[src/rtl/mem_pkg.sv]
// Shared definitions for the multicycle load/store controller:
// size encodings, FSM state codes, default ack timeout and the alignment rule.
package mem_pkg;

  localparam int unsigned ADDR_W = 32;
  localparam int unsigned DATA_W = 32;
  localparam int unsigned BE_W   = 4;
  localparam int unsigned CNT_W  = 8;

  // Transfer size encodings
  localparam logic [1:0] SZ_BYTE = 2'b00;
  localparam logic [1:0] SZ_HALF = 2'b01;
  localparam logic [1:0] SZ_WORD = 2'b10;
  localparam logic [1:0] SZ_ILL  = 2'b11;

  // FSM state encodings
  typedef logic [1:0] state_t;
  localparam state_t ST_IDLE = 2'd0;
  localparam state_t ST_REQ  = 2'd1;
  localparam state_t ST_DONE = 2'd2;

  // Default number of un-acked request cycles before aborting
  localparam int unsigned DEF_TIMEOUT = 15;

  // True when the access cannot be issued: illegal size or unaligned offset
  function automatic logic is_misaligned(input logic [1:0] sz, input logic [1:0] off);
    logic bad;
    bad = 1'b0;
    case (sz)
      SZ_BYTE: bad = 1'b0;
      SZ_HALF: bad = off[0];
      SZ_WORD: bad = (off != 2'b00);
      default: bad = 1'b1;
    endcase
    return bad;
  endfunction

endpackage

[src/rtl/lane_align.sv]
// Byte-lane steering for stores and lane extraction / extension for loads.
// Purely combinational.
//   size      : access size (SZ_BYTE / SZ_HALF / SZ_WORD)
//   off       : byte offset within the word (addr[1:0])
//   sign_ext  : 1 sign-extends loaded byte/half, 0 zero-extends
//   wdata     : store data, low bits used for byte/half
//   rdata_raw : full word returned by memory
//   be_c      : byte enables, little-endian lanes
//   wdata_c   : lane-replicated store data
//   ldata_c   : extracted and extended load value
module lane_align
  import mem_pkg::*;
(
  input  logic [1:0]        size,
  input  logic [1:0]        off,
  input  logic              sign_ext,
  input  logic [DATA_W-1:0] wdata,
  input  logic [DATA_W-1:0] rdata_raw,
  output logic [BE_W-1:0]   be_c,
  output logic [DATA_W-1:0] wdata_c,
  output logic [DATA_W-1:0] ldata_c
);

  logic [DATA_W-1:0] shifted;
  logic [7:0]        byte_v;
  logic [15:0]       half_v;

  // Store-side lane enables and replicated data
  always_comb begin
    be_c    = '0;
    wdata_c = wdata;
    case (size)
      SZ_BYTE: begin
        be_c    = 4'b0001 << off;
        wdata_c = {4{wdata[7:0]}};
      end
      SZ_HALF: begin
        be_c    = 4'b0011 << off;
        wdata_c = {2{wdata[15:0]}};
      end
      SZ_WORD: begin
        be_c    = 4'b1111;
        wdata_c = wdata;
      end
      default: begin
        be_c    = '0;
        wdata_c = wdata;
      end
    endcase
  end

  // Load-side: bring the addressed lane down to bit 0, then extend
  assign shifted = rdata_raw >> {off, 3'b000};
  assign byte_v  = shifted[7:0];
  assign half_v  = shifted[15:0];

  always_comb begin
    ldata_c = rdata_raw;
    case (size)
      SZ_BYTE: ldata_c = sign_ext ? {{24{byte_v[7]}}, byte_v} : {24'h0, byte_v};
      SZ_HALF: ldata_c = sign_ext ? {{16{half_v[15]}}, half_v} : {16'h0, half_v};
      default: ldata_c = rdata_raw;
    endcase
  end

endmodule

[src/rtl/mem_access_ctrl.sv]
// Multicycle load/store controller between the CPU address register and a
// single-port memory with a req/ack handshake and variable wait states.
//   start/is_store/size/sign_ext/addr/wdata : request from the control FSM
//   busy, done, err_misalign, err_timeout   : status back to the control FSM
//   rdata                                   : last successfully loaded value
//   mem_req/mem_we/mem_be/mem_addr/mem_wdata : memory request side
//   mem_rdata/mem_ack                        : memory response side
module mem_access_ctrl
  import mem_pkg::*;
#(
  parameter int unsigned TIMEOUT = DEF_TIMEOUT
) (
  input  logic              clk,
  input  logic              rst_n,
  input  logic              start,
  input  logic              is_store,
  input  logic [1:0]        size,
  input  logic              sign_ext,
  input  logic [ADDR_W-1:0] addr,
  input  logic [DATA_W-1:0] wdata,
  output logic              busy,
  output logic              done,
  output logic              err_misalign,
  output logic              err_timeout,
  output logic [DATA_W-1:0] rdata,
  output logic              mem_req,
  output logic              mem_we,
  output logic [BE_W-1:0]   mem_be,
  output logic [ADDR_W-1:0] mem_addr,
  output logic [DATA_W-1:0] mem_wdata,
  input  logic [DATA_W-1:0] mem_rdata,
  input  logic              mem_ack
);

  localparam logic [CNT_W-1:0] TO_LIM = CNT_W'(TIMEOUT);

  state_t            state_q, state_n;
  logic [CNT_W-1:0]  cnt_q, cnt_n;
  logic [1:0]        size_q, size_n;
  logic [1:0]        off_q, off_n;
  logic              sext_q, sext_n;
  logic              store_q, store_n;

  logic              busy_n, done_n, err_mis_n, err_to_n, mem_req_n, mem_we_n;
  logic [BE_W-1:0]   mem_be_n;
  logic [ADDR_W-1:0] mem_addr_n;
  logic [DATA_W-1:0] mem_wdata_n, rdata_n;

  logic [1:0]        la_size, la_off;
  logic              la_sext;
  logic [BE_W-1:0]   la_be;
  logic [DATA_W-1:0] la_wdata, la_ldata;

  // In IDLE the aligner sees the incoming request (store lanes); afterwards
  // it sees the captured access (load extraction).
  always_comb begin
    la_size = size_q;
    la_off  = off_q;
    la_sext = sext_q;
    if (state_q == ST_IDLE) begin
      la_size = size;
      la_off  = addr[1:0];
      la_sext = sign_ext;
    end
  end

  lane_align u_lane_align (
    .size      (la_size),
    .off       (la_off),
    .sign_ext  (la_sext),
    .wdata     (wdata),
    .rdata_raw (mem_rdata),
    .be_c      (la_be),
    .wdata_c   (la_wdata),
    .ldata_c   (la_ldata)
  );

  // Next-state and next-output logic
  always_comb begin
    state_n     = state_q;
    cnt_n       = cnt_q;
    size_n      = size_q;
    off_n       = off_q;
    sext_n      = sext_q;
    store_n     = store_q;
    busy_n      = busy;
    done_n      = 1'b0;
    err_mis_n   = 1'b0;
    err_to_n    = 1'b0;
    rdata_n     = rdata;
    mem_req_n   = mem_req;
    mem_we_n    = mem_we;
    mem_be_n    = mem_be;
    mem_addr_n  = mem_addr;
    mem_wdata_n = mem_wdata;

    case (state_q)
      ST_IDLE: begin
        if (start) begin
          if (is_misaligned(size, addr[1:0])) begin
            state_n   = ST_DONE;
            done_n    = 1'b1;
            err_mis_n = 1'b1;
          end else begin
            state_n     = ST_REQ;
            cnt_n       = '0;
            size_n      = size;
            off_n       = addr[1:0];
            sext_n      = sign_ext;
            store_n     = is_store;
            busy_n      = 1'b1;
            mem_req_n   = 1'b1;
            mem_we_n    = is_store;
            mem_be_n    = la_be;
            mem_addr_n  = {addr[ADDR_W-1:2], 2'b00};
            mem_wdata_n = la_wdata;
          end
        end
      end
      ST_REQ: begin
        // Ack wins over a timeout landing in the same cycle
        if (mem_ack) begin
          state_n   = ST_DONE;
          done_n    = 1'b1;
          busy_n    = 1'b0;
          mem_req_n = 1'b0;
          if (!store_q) rdata_n = la_ldata;
        end else if (cnt_q + CNT_W'(1) == TO_LIM) begin
          state_n   = ST_DONE;
          done_n    = 1'b1;
          err_to_n  = 1'b1;
          busy_n    = 1'b0;
          mem_req_n = 1'b0;
        end else begin
          cnt_n = cnt_q + CNT_W'(1);
        end
      end
      ST_DONE: begin
        state_n = ST_IDLE;
      end
      default: begin
        state_n   = ST_IDLE;
        busy_n    = 1'b0;
        mem_req_n = 1'b0;
      end
    endcase
  end

  // State and registered outputs
  always_ff @(posedge clk or negedge rst_n) begin
    if (!rst_n) begin
      state_q      <= ST_IDLE;
      cnt_q        <= '0;
      size_q       <= SZ_BYTE;
      off_q        <= '0;
      sext_q       <= 1'b0;
      store_q      <= 1'b0;
      busy         <= 1'b0;
      done         <= 1'b0;
      err_misalign <= 1'b0;
      err_timeout  <= 1'b0;
      rdata        <= '0;
      mem_req      <= 1'b0;
      mem_we       <= 1'b0;
      mem_be       <= '0;
      mem_addr     <= '0;
      mem_wdata    <= '0;
    end else begin
      state_q      <= state_n;
      cnt_q        <= cnt_n;
      size_q       <= size_n;
      off_q        <= off_n;
      sext_q       <= sext_n;
      store_q      <= store_n;
      busy         <= busy_n;
      done         <= done_n;
      err_misalign <= err_mis_n;
      err_timeout  <= err_to_n;
      rdata        <= rdata_n;
      mem_req      <= mem_req_n;
      mem_we       <= mem_we_n;
      mem_be       <= mem_be_n;
      mem_addr     <= mem_addr_n;
      mem_wdata    <= mem_wdata_n;
    end
  end

endmodule

[config.mk]
export PLATFORM = sky130hd
export DESIGN_NAME = mem_access_ctrl
export DESIGN_NICKNAME = d
export VERILOG_FILES = /design/src/rtl/mem_pkg.sv /design/src/rtl/lane_align.sv /design/src/rtl/mem_access_ctrl.sv
export SDC_FILE = /design/constraint.sdc
export NUM_CORES = 1
export LEC_CHECK = 0
export CORE_MARGIN = 2
export CORE_UTILIZATION = 30
export CTS_CLUSTER_DIAMETER = 100
export DETAILED_ROUTE_END_ITERATION = 12
export GPL_TIMING_DRIVEN = 0
export SLEW_MARGIN = 15
export SYNTH_ARGS = -nofsm -noshare
export SYNTH_HDL_FRONTEND = slang
export SYNTH_SLANG_ARGS = --single-unit
[constraint.sdc]
create_clock -name clk -period 2.5 [get_ports clk]
set_input_delay 0.375 -clock clk [delete_from_list [all_inputs] [get_ports clk]]
set_output_delay 0.375 -clock clk [all_outputs]
set_load 0.01 [all_outputs]
## Word level (Yosys, flattened, before mapping)

Cells that the tools add are included.

| word-level totals | value |
|---|---|
| bits in registers | 118 |
| bits of input ports | 104 |
| output and inout bits | 106 |

| cells by class | value |
|---|---|
| $add $sub $neg | 1 |
| eq/ne operators | 12 |
| shift operators | 3 |
| muxes and demuxes | 34 |
| bitwise logic cells | 3 |
| reductions and logical operators | 10 |

Operators with widths:

| cell | number |
|---|---|
| case mux 32 bit (2 select lines) | 2 |
| 2-to-1 mux 32 bit | 2 |
| 2-to-1 mux 8 bit | 4 |
| right shift 32 x 5 -> 16 bit | 1 |
| case mux 8 bit (2 select lines) | 1 |
| 2-to-1 mux 1 bit | 14 |
| 2-to-1 mux 2 bit | 6 |
| case mux 4 bit (3 select lines) | 1 |
| adder 8 x 1 -> 8 bit, second input constant | 1 |
| == test 8 x 4 -> 1 bit, second input constant | 1 |
| != test 2 bit, second input constant | 4 |
| == test 2 x 1 -> 1 bit, second input constant | 3 |
| == test 2 bit, second input constant | 3 |
| logical NOT 2 bit | 3 |
| case mux 1 bit (3 select lines) | 2 |
| AND reduction 3 bit | 2 |
| AND reduction 5 bit | 1 |
| case mux 2 bit (2 select lines) | 1 |
| AND reduction 4 bit | 1 |
| nonzero test 2 bit | 2 |
| << shifter 1 x 2 -> 4 bit, first input constant | 1 |
| << shifter 2 x 2 -> 4 bit, first input constant | 1 |
| != test 3 bit, second input constant | 1 |
| NOT 1 bit | 3 |
| other kinds (2) | 2 |

## Longest topological paths before layout

| depth | value |
|---|---|
| depth in word-level cells | 7 |
| mapped depth | 8 |
| depth with buffers taken out | 7 |

## By module

From an unflattened synthesis, not the netlist that was laid out.

| second synthesis, totals | value |
|---|---|
| cells, all modules | 495 |
| area total of the unflattened synthesis | 5918.2 um^2 |

By module, submodules not included:

| module | times used | cells an instance | area an instance (um^2) | seq. area each (um^2) |
|---|---|---|---|---|
| mem_access_ctrl | 1 | 301 | 4644.5 | 2952.8 |
| lane_align | 1 | 194 | 1273.7 | 0.0 |

## Worst setup path after synthesis

OpenSTA, ideal clock, no wires.

| timing | value |
|---|---|
| kind | reg-to-reg |
| start | reg state_q[1] |
| end | reg rdata[16] |
| setup time | 0.124 ns |
| arrival | 1.838 ns |
| required time | 2.376 ns |
| slack | 0.538 ns |
| stages on the path, launching flop included | 8 |
| clock period less this slack | 1.962 ns |
| cells stage by stage | dfrtp_1 -> o21ai_1 -> a21boi_4 -> mux2i_1 -> o22ai_2 -> o2111ai_4 -> buf_6 -> nand3_2 |

| between the ends | value |
|---|---|
| word-level cells in the longest chain between the ends | 5 |
| elaborated cells on any way between the ends | 12 |
| those cells by class | 2 x eq/ne; 1 x shift; 6 x mux; 3 x reduce/logical |

Ends and longest elaborated chain:

| what | RTL line | source |
|---|---|---|
| start, declared | mem_access_ctrl.sv:37 | `state_t state_q, state_n;` |
| start signal, assigned | mem_access_ctrl.sv:169 | `state_q <= state_n;` |
| logical NOT 2 bit | mem_access_ctrl.sv:60 | `if (state_q == ST_IDLE) begin` |
| 2-to-1 mux 2 bit | mem_access_ctrl.sv:60 |  |
| right shift 32 x 5 -> 16 bit | lane_align.sv:53 | `assign shifted = rdata_raw >> {off, 3'b000};` |
| 2-to-1 mux 32 bit (on tied branches) | lane_align.sv:61, lane_align.sv:60 |  |
| case mux 32 bit (2 select lines) | lane_align.sv:59 | `case (size)` |
| end signal, assigned | mem_access_ctrl.sv:179 | `rdata <= rdata_n;` |
| end, declared | mem_access_ctrl.sv:25 | `output logic [DATA_W-1:0] rdata,` |

Several ways; a longest one is shown, not always the timed one.
A chain may end at the register's enable or synchronous reset.

## Worst setup path in the final report

| timing | value |
|---|---|
| start | reg state_q[1] |
| end | reg rdata[30] |

Same word-level chain as after synthesis.

==> flow_metrics.tcl <==
set metrics [dict create \
    antenna_found_initial 0 \
    routed_wl_um 18650 \
    cts_setup_buffers 0 \
    vdd_drop_max_v 0.0005831 \
    required_ns 2.80 \
    slew_headroom_pct 57.44 \
    syn_to_final_growth_pct 54.54 \
    synth_top_area_cell "dfrtp_1" \
    drive_gt1_share_pct 16.71 \
    num_rows 49 \
    clkLatencyLatePin_ns 0.42 \
    dp_slack_ns -0.2109 \
    cts-root-buf "clkbuf_16" \
    synth_compound_area_share_pct 13.77 \
    synth_edf_count 0 \
    slowest_delay_ns 0.47 \
    syn_inst 513 \
    cp_slowest_cell "dfrtp_1" \
    worst_slew_pin_slew_ns 0.6383 \
    final_area_um2 8647 \
    grt_usage_pct 19.00 \
    netlist_area_um2 5595 \
    crit_fanout 10 \
    path_depth 7 \
    synthSimpleGateAreaFrac_pct 14.29 \
    combPwrFrac_pct 39.3 \
    ant_nets 0 \
    hold_violations 0 \
    maxCapViolCount 0 \
    finalSetupViolCount 0 \
    rsz0062_at_grt "no" \
    grt_max_degree 84 \
    vias 5056 \
    start_util_pct 30.83 \
    die_w_um 140.6 \
    clkPwrFrac_pct 28.4 \
    muxShareOfSynthArea_pct 14.36 \
    synth_top_family_by_area "multiplexers" \
    via_per_inst 5.143 \
    p_sw_mw 3.118 \
    seq_area_frac_synth_pct 52.77 \
    numCtsBuffers 17 \
    cts_tree "yes" \
    seqPwrFrac_pct 32.3 \
    yosysWarnings 0 \
    fin_worst_skew_ns 0.005802 \
    synth.distinct_cells 54 \
    n_fill_cell 1686 \
    synth_area_leaders "dfrtp_1 53%, mux2_2 9.5%, nand2_1 5.2%" \
    nets 847 \
    avgRoutedWirePerCell_um 18.97 \
    clk_pin_slew_ns 0.06 \
    dpl.cell_count 950 \
    finalWorstSetupSlack_ns 0.1665 \
    clk_path_buf_depth 2 \
    whs_ns 0.3474 \
    path_cells "o21ai_1, a21boi_4, mux2i_1, o22ai_2, o2111ai_4, buf_6, nand3_2" \
    internal_power_mw 6.530 \
    p_sw_share_pct 32.32 \
    ff2ff_path_depth 7 \
    dieArea_um2 19760 \
    hold_path_class "in -> reg" \
    crit_path_end_kind "register" \
    drt-initial-drc-count 369 \
    globalRouteOverflowTotal 0 \
    ys.flop_type "dfrtp_1" \
    synth_adder_area_share_pct 0.4472 \
    status "finished clean" \
    cpLargestDelayFamily "compound AO/OA/AOI/OAI gates" \
    grt_pass1_wl_um 29260 \
    syn_area_per_cell_um2 10.91 \
    routabilityCongestion 0.8748 \
    die_h_um 140.6 \
    worst-path-buf-inv 1 \
    htreeDepth 4 \
    dp_hpwl_um 13670 \
    finalCriticalPeriod_ns 2.334 \
    first_pass_iters 7 \
    cts_sinks 118 \
    worstSetupStartpointType "register" \
    async_flop_share_pct 100.0 \
    synth_xor_xnor_area_share_pct 0.4696 \
    cellLeakagePower_nw 3.724 \
    placeableCoreArea_um2 18150 \
    hold_depth 2 \
    crit_type "reg -> reg" \
    period_share_pct 93.34 \
    report.final.slew_viol_count 0 \
    synth.ff_latch_count 118 \
    max_freq_ghz 0.4285 \
    power.density_nw_per_um2 1116 \
    synth.top_cell.area_share_pct 52.77 \
    arrival_ns 2.64 \
    postPlaceCellArea_um2 7976 \
    antenna_cells 0 \
    final_cell_count_no_fill 983 \
    grt_pass1_vias 5365 \
    io_pins 210 \
    drc 0 \
    portBuffers 206 \
]
## power groups by stage
| stage | sequential [mW] | clock (mW) | combinational, mW |
|---|---|---|---|
| 4_1_cts | 3.13 | 2.79 | 3.83 |
| 5_1_grt | 3.23 | 2.87 | 4.10 |
| 2_1_floorplan | 3.41 | 0 | 1.37 |
| 3_5_place_dp | 3.15 | 0 | 3.80 |
| 3_3_place_gp | 3.11 | 0 | 3.76 |
| 6_report | 3.12 | 2.74 | 3.79 |
## cell usage after synthesis (6+ instances only)
master and instances:
dfrtp_1 118, nand2_1 78, mux2_2 47, o21ai_0 42
nand3_1 37, mux2i_1 26, clkbuf_1 14, a21oi_1 13
nor2_1 13, buf_2 12, nand3_2 10, a222oi_1 8
buf_4 7, inv_1 7, a32oi_1 6
## sequential cells by signal (all words and copies together) (netlist names)
name          cells
cnt_q             8
size_q            2
mem_be            4
state_q           2
mem_req           1
err_timeout       1
err_misalign      1
rdata            32
done              1
mem_wdata        32
store_q           1
sext_q            1
off_q             2
mem_addr         30
## layout make-up
class	instances	area [um2]	share of cell area, %
Buffer	35	187.7	2.170
Clock buffer	19	452.9	5.238
Clock inverter	13	202.7	2.344
Inverter	7	26.28	0.3039
Multi-Input combinational cell	354	2437	28.19
Sequential cell	118	2953	34.15
Tap cell	229	286.5	3.314
Timing Repair Buffer	208	2101	24.29
## worst register-to-register path, cell delays in order, from the launching register on
cell       delay (ns)
dfrtp_1          0.47
o21ai_1          0.24
a21boi_4         0.39
mux2i_1          0.32
o22ai_2          0.16
o2111ai_4        0.34
buf_6            0.22
nand3_2          0.07
## cells in the final DEF, fill, tap and decap left out, types with 4 or more instances in the layout
cell type and count:
o21ai_2 4, nand2_1 78, mux2i_1 26, a22oi_1 5, dfrtp_1 118, a222oi_1 8, inv_1 7, o311ai_0 4
clkdlybuf4s50_1 205, a32oi_1 6, mux2_2 47, o21ai_0 42, nor2_1 13, a21oi_1 13, o22ai_1 4, clkbuf_1 14
nand2b_1 4, buf_4 7, bufinv_16 5, clkbuf_16 17, clkinv_2 4, buf_2 12, nand3_1 37, nand3_2 10
nor3_1 4
## stage by stage
| stage | power [mW] | setup TNS, ns | util [%] |
|---|---|---|---|
| floorplan | 4.776 | 0 | - |
| global placement | 6.868 | -436.97 | 43.79 |
| detailed placement | 6.950 | -8.325 | 43.95 |
| CTS | 9.741 | 0 | 47.62 |
| global route | 10.20 | 0 | 47.65 |
| finish | 9.647 | 0 | 47.65 |
## final timing paths
path / start / to / slack [ns]
worst max-delay path: state_q[1] / rdata[30] / 0.17
worst min-delay path: addr[0] / off_q[0] / 0.35
worst max register to register: state_q[1] / rdata[30] / 0.17
worst min register to register: mem_wdata[29] / mem_wdata[29] / 0.48
max in group asynchronous: rst_n / size_q[1] / 1.33
min in group asynchronous: rst_n / rdata[30] / 0.42
## routing by layer
metal / part of all wire, % / GRT usage, %
met5: 0 / 0
met4: 1.2 / 5.368
met3: 7.9 / 6.420
met2: 49 / 31.91
met1: 42 / 23.45
## cell families (layout without fill, tap and decap cells)
family	count (synthesis)	count (layout)
AOI/OAI and AO/OA	111	111
xor gates and xnor gates	3	3
adders and majority gates	2	2
buffers and inverters	42	282
other	1	2
DFF	118	118
and+or+nand+nor	162	162
muxes	74	74
## timing repair
action	in CTS	in global routing
endpoints found under the hold margin	35	0
resized for setup	0	1
endpoints found under the setup margin	0	6
hold buffers	1	0
Power figures use the tool's default switching activity.
==> edit 1 (config.mk and constraints unchanged) <==
`DEF_TIMEOUT`: 15 -> 11.
--- a/src/rtl/mem_pkg.sv
+++ b/src/rtl/mem_pkg.sv
@@ -21,5 +21,5 @@
 
   // Default number of un-acked request cycles before aborting
-  localparam int unsigned DEF_TIMEOUT = 15;
+  localparam int unsigned DEF_TIMEOUT = 11;
 
   // True when the access cannot be issued: illegal size or unaligned offset
Check against the original RTL: same outputs for any inputs over 4 cycles, from zero or initial values and one cycle with rst_n low; that may be too few to reach the edited logic, so the function may still have changed.
==> edit 1 against the unedited design <==
- design area grew 5.3%
- first-iteration DRC count grew 25%
- clock power shrank 15%
- sequential power grew 5%
- die area grew 8.4%
- sequential cell count is the same
- synthesized area grew 8.6%
- setup slack gained 0.025 ns
- power grew 8.7%
- non-clock buffer count grew 11
- routed wire length grew 7.8%
- global-route usage grew 0.32 points
- final cell count grew 16%
- critical path type unchanged
- largest power group unchanged
==> edit 1: results (changes against the unedited design) <==
RUN_STATUS='complete, no violations'
CLOCK-SKEW-FINAL_NS=0.00973  # +0.00393 ns
LAYOUT-DRIVE-GT1-SHARE_PCT=13.0  # -3.7 points
POST_SYNTH_MUX_AREA_SHARE_PCT=7.41  # -6.9 points
HOLD_CLASS='input port to asynchronous set/reset pin'
RR_STARTPOINT='state_q[0]$_DFFE_PN0P_'
PRECTSSETUPSLACK_NS=-0.326  # -0.115 ns
SYNTH_CELL_TYPES=67  # +24%
NNONCLKINVERTERS=12  # +5
LAYOUT.NONCLK_BUF_SHARE_PCT=26.3  # -0.20 points
SYNTH_XOR_XNOR_AREA_SHARE_PCT=0.432  # -0.037 points
DPL-INSTANCE-AREA_UM2=8520  # +6.8%
COMB.MULTI_INPUT.COUNT=453  # +28%
FINALWIRELENGTH_UM=20100  # +7.8%
REG2REG_TO='rdata[7]$_DFFE_PN0P_'
LARGEST_NET_DEGREE_AT_THE_START_OF_GLOBAL_ROUTING=77  # -8.3%
SYNTH_COMMONEST_CELLS='sky130_fd_sc_hd__nand2_1, sky130_fd_sc_hd__dfrtp_1, sky130_fd_sc_hd__o21ai_0, sky130_fd_sc_hd__mux2i_1, sky130_fd_sc_hd__nor2_1'
YOSYSSEQAREASHARE_PCT=48.6  # -4.2 points
FINAL_AREA_UM2=9110  # +5.3%
HOLD-WORST-SLACK_NS=0.453  # +0.106 ns
GRT_PASS1_WL_UM=32300  # +10%
MULTIINPUTGATEAREA_UM2=2830  # +16%
REL_SLEW_SLACK_PCT=54.2  # -3.3 points
CRITICAL_PATH.SLOWEST_CELL='sky130_fd_sc_hd__nor4_2'
SYNTH_ADDER_AREA_SHARE_PCT=0.412  # -0.036 points
CTS_MADE_BUFFERS=17  # unchanged
ARRIVAL_NS=2.59  # -0.05 ns
FINISH.NET_COUNT=962  # +14%
HPWL_UM=14600  # +6.8%
NUMBER_OF_SIGNAL_NET_BUFFERS_IN_THE_LAYOUT=254  # +4.5%
CRIT_PATH_MAX_INCR_DELAY_NS=0.57  # +0.10 ns
GLOBAL_ROUTE.USAGE.TOTAL_PCT=19.3  # +0.32 points
WORST_R2R_SETUP_SLACK_NS=0.19  # +0.02 ns
CLK_SHARE_PCT=6.04  # -1.5 points
PORT_BUFFERS=207  # +0.49%
GP_CONGESTION=0.835  # -4.6%
DETAIL_ROUTE.FIRST_PASS.ITERATIONS=5  # -2
SYNTHESIS.AREA_PER_INSTANCE_UM2=9.73  # -11%
NUM-FILL-CELLS=2015  # +20%
SYNTH.AREA.TOP_CELLS='sky130_fd_sc_hd__dfrtp_1, sky130_fd_sc_hd__nand2_1, sky130_fd_sc_hd__mux2i_1'
FIRST_GLOBAL_VIAS=5590  # +4.2%
DP_CELLS=1104  # +16%
COMPOUND_GATE_FRACTION_OF_SYNTH_AREA_PCT=20.7  # +6.9 points
LAYOUT.SEQUENTIAL_CELLS=118  # unchanged
PEAKVDDDROP_mV=0.583  # about the same
AVGVIACOUNTPERCELL=4.96  # -3.6%
edit 1: how the worst max path moves through the flow:
stage | start | endpoint | slack (ns) | depth (start not counted)
after detailed placement | size[0] | mem_addr[2]$_DFFE_PN0P_ | -0.33 | 7
after global routing | state_q[1]$_DFFE_PN0P_ | rdata[5]$_DFFE_PN0P_ | 0.03 | 7
after CTS | size[0] | mem_addr[2]$_DFFE_PN0P_ | 0.12 | 7
final | state_q[0]$_DFFE_PN0P_ | rdata[7]$_DFFE_PN0P_ | 0.19 | 7
after global placement | rst_n | mem_wdata[10]$_DFFE_PN0P_ | -3.97 | 1
after floorplan | cnt_q[0]$_DFFE_PN0P_ | cnt_q[0]$_DFFE_PN0P_ | 0.62 | 6
edit 1: per-layer routing:
metal,global-route usage (%),wire length [um]
met1,25.4,8690
met4,5.73,304
met5,0,0
met2,29.8,9230
met3,7.19,1880
edit 1: power breakdown:
group	internal (W)	leakage [nW]	switching [W]
logic	0.00252	2.20	0.00236
registers	0.00276	1.45	0.000528
clock network	0.00138	0.265	0.000939
==> edit 2 (same flow settings) <==
Made on the original files. Take the reset off `mem_wdata` and load it in a clocked block of its own.
--- a/src/rtl/mem_access_ctrl.sv
+++ b/src/rtl/mem_access_ctrl.sv
@@ -165,5 +165,4 @@
       mem_be       <= '0;
       mem_addr     <= '0;
-      mem_wdata    <= '0;
     end else begin
       state_q      <= state_n;
@@ -182,6 +181,9 @@
       mem_be       <= mem_be_n;
       mem_addr     <= mem_addr_n;
-      mem_wdata    <= mem_wdata_n;
     end
+  end
+
+  always_ff @(posedge clk) begin
+    mem_wdata <= mem_wdata_n;
   end
 
Function: changed (a bounded check fails within 4 cycles, from zero or initial values and one cycle with rst_n low).
==> edit 2 against the unedited design <==
- power is 12% lower
- routed wire length is 7.6% lower
- design area is 1.2% lower
- count of clock-buffer cells in the layout is 2 lower
- synthesized area is 1.4% lower
- setup slack worse by 0.0020 ns
- sequential cell count stayed put
- largest power group unchanged
- clock power is 8.8% lower
- clock skew is 0.0012 ns higher
- critical path depth is 1 higher
- global-route usage is 1.1 points lower
- hold slack better by 0.080 ns
==> edit 2: results (changes against the unedited design) <==
RUN_STATUS='complete, no violations'
REG_TOP3='mem_wdata x32, rdata x32, mem_addr x30'
WL_PER_CELL_UM=16.7  # -12%
HPWL_UM=13000  # -5.3%
P_LEAK_nW=3.70  # -0.64%
RR_STARTPOINT='state_q[1]$_DFFE_PN0P_'
FIRST_GLOBAL_VIAS=5097  # -5.0%
GLOBAL_ROUTE.USAGE.TOTAL_PCT=17.9  # -1.1 points
SYNTH_CELL_TYPES=49  # -9.3%
SYNTH_ENABLE_FLOP_CELLS=32  # +32
LAYOUT-DRIVE-GT1-SHARE_PCT=10.3  # -6.4 points
NET-SWITCHING-POWER_W=0.00278  # -11%
ANTENNA_CELLS=0  # unchanged
CRITICAL_PATH.SLOWEST_CELL='sky130_fd_sc_hd__or4b_2'
REL_SLEW_SLACK_PCT=52.0  # -5.4 points
ARRIVAL_NS=2.68  # +0.04 ns
CELLPOWERDENSITY_nW_PER_UM2=996  # -11%
HOLD_CLASS='input port to asynchronous set/reset pin'
DETAIL_ROUTE.ITER0.VIOLATIONS=274  # -26%
SYNTH.AREA.TOP_CELLS='sky130_fd_sc_hd__dfrtp_1, sky130_fd_sc_hd__edfxtp_1, sky130_fd_sc_hd__nand2_1'
DETAIL_ROUTE.FIRST_PASS.ITERATIONS=5  # -2
YOSYSSEQAREASHARE_PCT=56.4  # +3.7 points
AVGVIACOUNTPERCELL=4.85  # -5.6%
PORT_BUFFERS=207  # +0.49%
PEAKVDDDROP_mV=0.515  # -12%
SYNTH_COMMONEST_CELLS='sky130_fd_sc_hd__nand2_1, sky130_fd_sc_hd__dfrtp_1, sky130_fd_sc_hd__nand3_1, sky130_fd_sc_hd__o21ai_0, sky130_fd_sc_hd__edfxtp_1'
P_CLK_W=0.00250  # -8.8%
CRIT_PATH_MAX_INCR_DELAY_NS=0.68  # +0.21 ns
TIMING.REG2REG.WORST_PATH_DEPTH=8  # +1
LARGEST_NET_DEGREE_AT_THE_START_OF_GLOBAL_ROUTING=60  # -29%
WORST_R2R_SETUP_SLACK_NS=0.16
REG2REG_TO='rdata[30]$_DFFE_PN0P_'
CPLARGESTDELAYFAMILY='simple AND/OR/NAND/NOR gates'
ASYNC_RESET_FF_SHARE_PCT=72.9  # -27 points
CLOCK-SKEW-FINAL_NS=0.00698  # +0.00118 ns
GRT_PASS1_WL_UM=27500  # -6.1%
PREVAILING_POST_SYNTH_REGISTER_CELL='sky130_fd_sc_hd__dfrtp_1'
FINISH.NET_COUNT=895  # +5.7%
COMBINATIONALPOWERSHARE_PCT=36.1  # -3.2 points
DPL-INSTANCE-AREA_UM2=7900  # -0.91%
GP_CONGESTION=0.846  # -3.3%
CLOCK_TREE.BUFFER_DEPTH=2  # unchanged
edit 2: cell types whose count changed after synthesis, moves of 6 or more:
cell                       delta
sky130_fd_sc_hd__edfxtp_1    +32
sky130_fd_sc_hd__nor2_1       +6
sky130_fd_sc_hd__a222oi_1     -8
sky130_fd_sc_hd__o21ai_0      -9
sky130_fd_sc_hd__buf_2        -9
sky130_fd_sc_hd__a21oi_1      +6
sky130_fd_sc_hd__clkbuf_1     +9
sky130_fd_sc_hd__mux2_2      -35
sky130_fd_sc_hd__dfrtp_1     -32
sky130_fd_sc_hd__nand2_1    +100
sky130_fd_sc_hd__a32oi_1      -6
edit 2: worst max-delay path by stage:
stage,start,end,slack (ns)
2_1_floorplan,state_q[1]$_DFFE_PN0P_,mem_wdata[0]$_DFFE_PP_,0.35
3_3_place_gp,rst_n,mem_addr[24]$_DFFE_PN0P_,-2.08
3_5_place_dp,size[0],mem_wdata[27]$_DFFE_PP_,-0.91
4_1_cts,state_q[1]$_DFFE_PN0P_,rdata[11]$_DFFE_PN0P_,0.10
5_1_grt,state_q[0]$_DFFE_PN0P_,mem_wdata[11]$_DFFE_PP_,0.06
6_report,state_q[1]$_DFFE_PN0P_,rdata[30]$_DFFE_PN0P_,0.16
edit 2: routing by layer:
| layer | wire length (um) | GRT usage, % | up-vias | part of all wire [%] |
|---|---|---|---|---|
| li1 | - | - | 2391 | - |
| met1 | 7430 | 22.9 | 2382 | 43 |
| met2 | 8160 | 28.6 | 204 | 47 |
| met3 | 1330 | 5.92 | 28 | 7.7 |
| met4 | 314 | 5.95 | 0 | 1.8 |
| met5 | 0 | 0 | - | 0 |
edit 2: cell type report:
cell class	count	area, um2
fillers	1674	9480
flip-flops and latches	118	3110
multi-input cells	405	2240
repair buffers	210	2110
clock buffers	17	425
well taps	229	287
clock inverters	15	176
plain buffers	33	171
inverters	4	15.0
edit 2: timing repair:
action	in CTS	in global routing
resized for setup	2	6
endpoints found under the setup margin	46	28
hold buffers	1	0
pin swaps	1	0
hold endpoints to repair	27	0
buffers inserted	1	0
edit 2: metrics by stage:
stage | util, % | setup slack, ns | cells | hold WS, ns | TNS (ns)
2_1_floorplan | - | 0.346 | 560 | 0.0794 | 0
3_3_place_gp | 43.7 | -2.08 | 996 | 0.459 | -219.72
3_5_place_dp | 43.8 | -0.912 | 997 | 0.326 | -51.70
4_1_cts | 47.3 | 0.104 | 1031 | 0.430 | 0
5_1_grt | 47.4 | 0.0568 | 1031 | 0.459 | 0
6_report | 47.4 | 0.164 | 1031 | 0.427 | 0
edit 2: logic make-up after synthesis:
logic type / share of synthesized area (%)
buffers and inverters: 3.27
adders and majority gates: 0.454
xor gates and xnor gates: 0.318
and+or+nand+nor: 22.3
DFF: 56.4
AOI/OAI and AO/OA: 9.78
muxes: 7.35
other: 0.0680
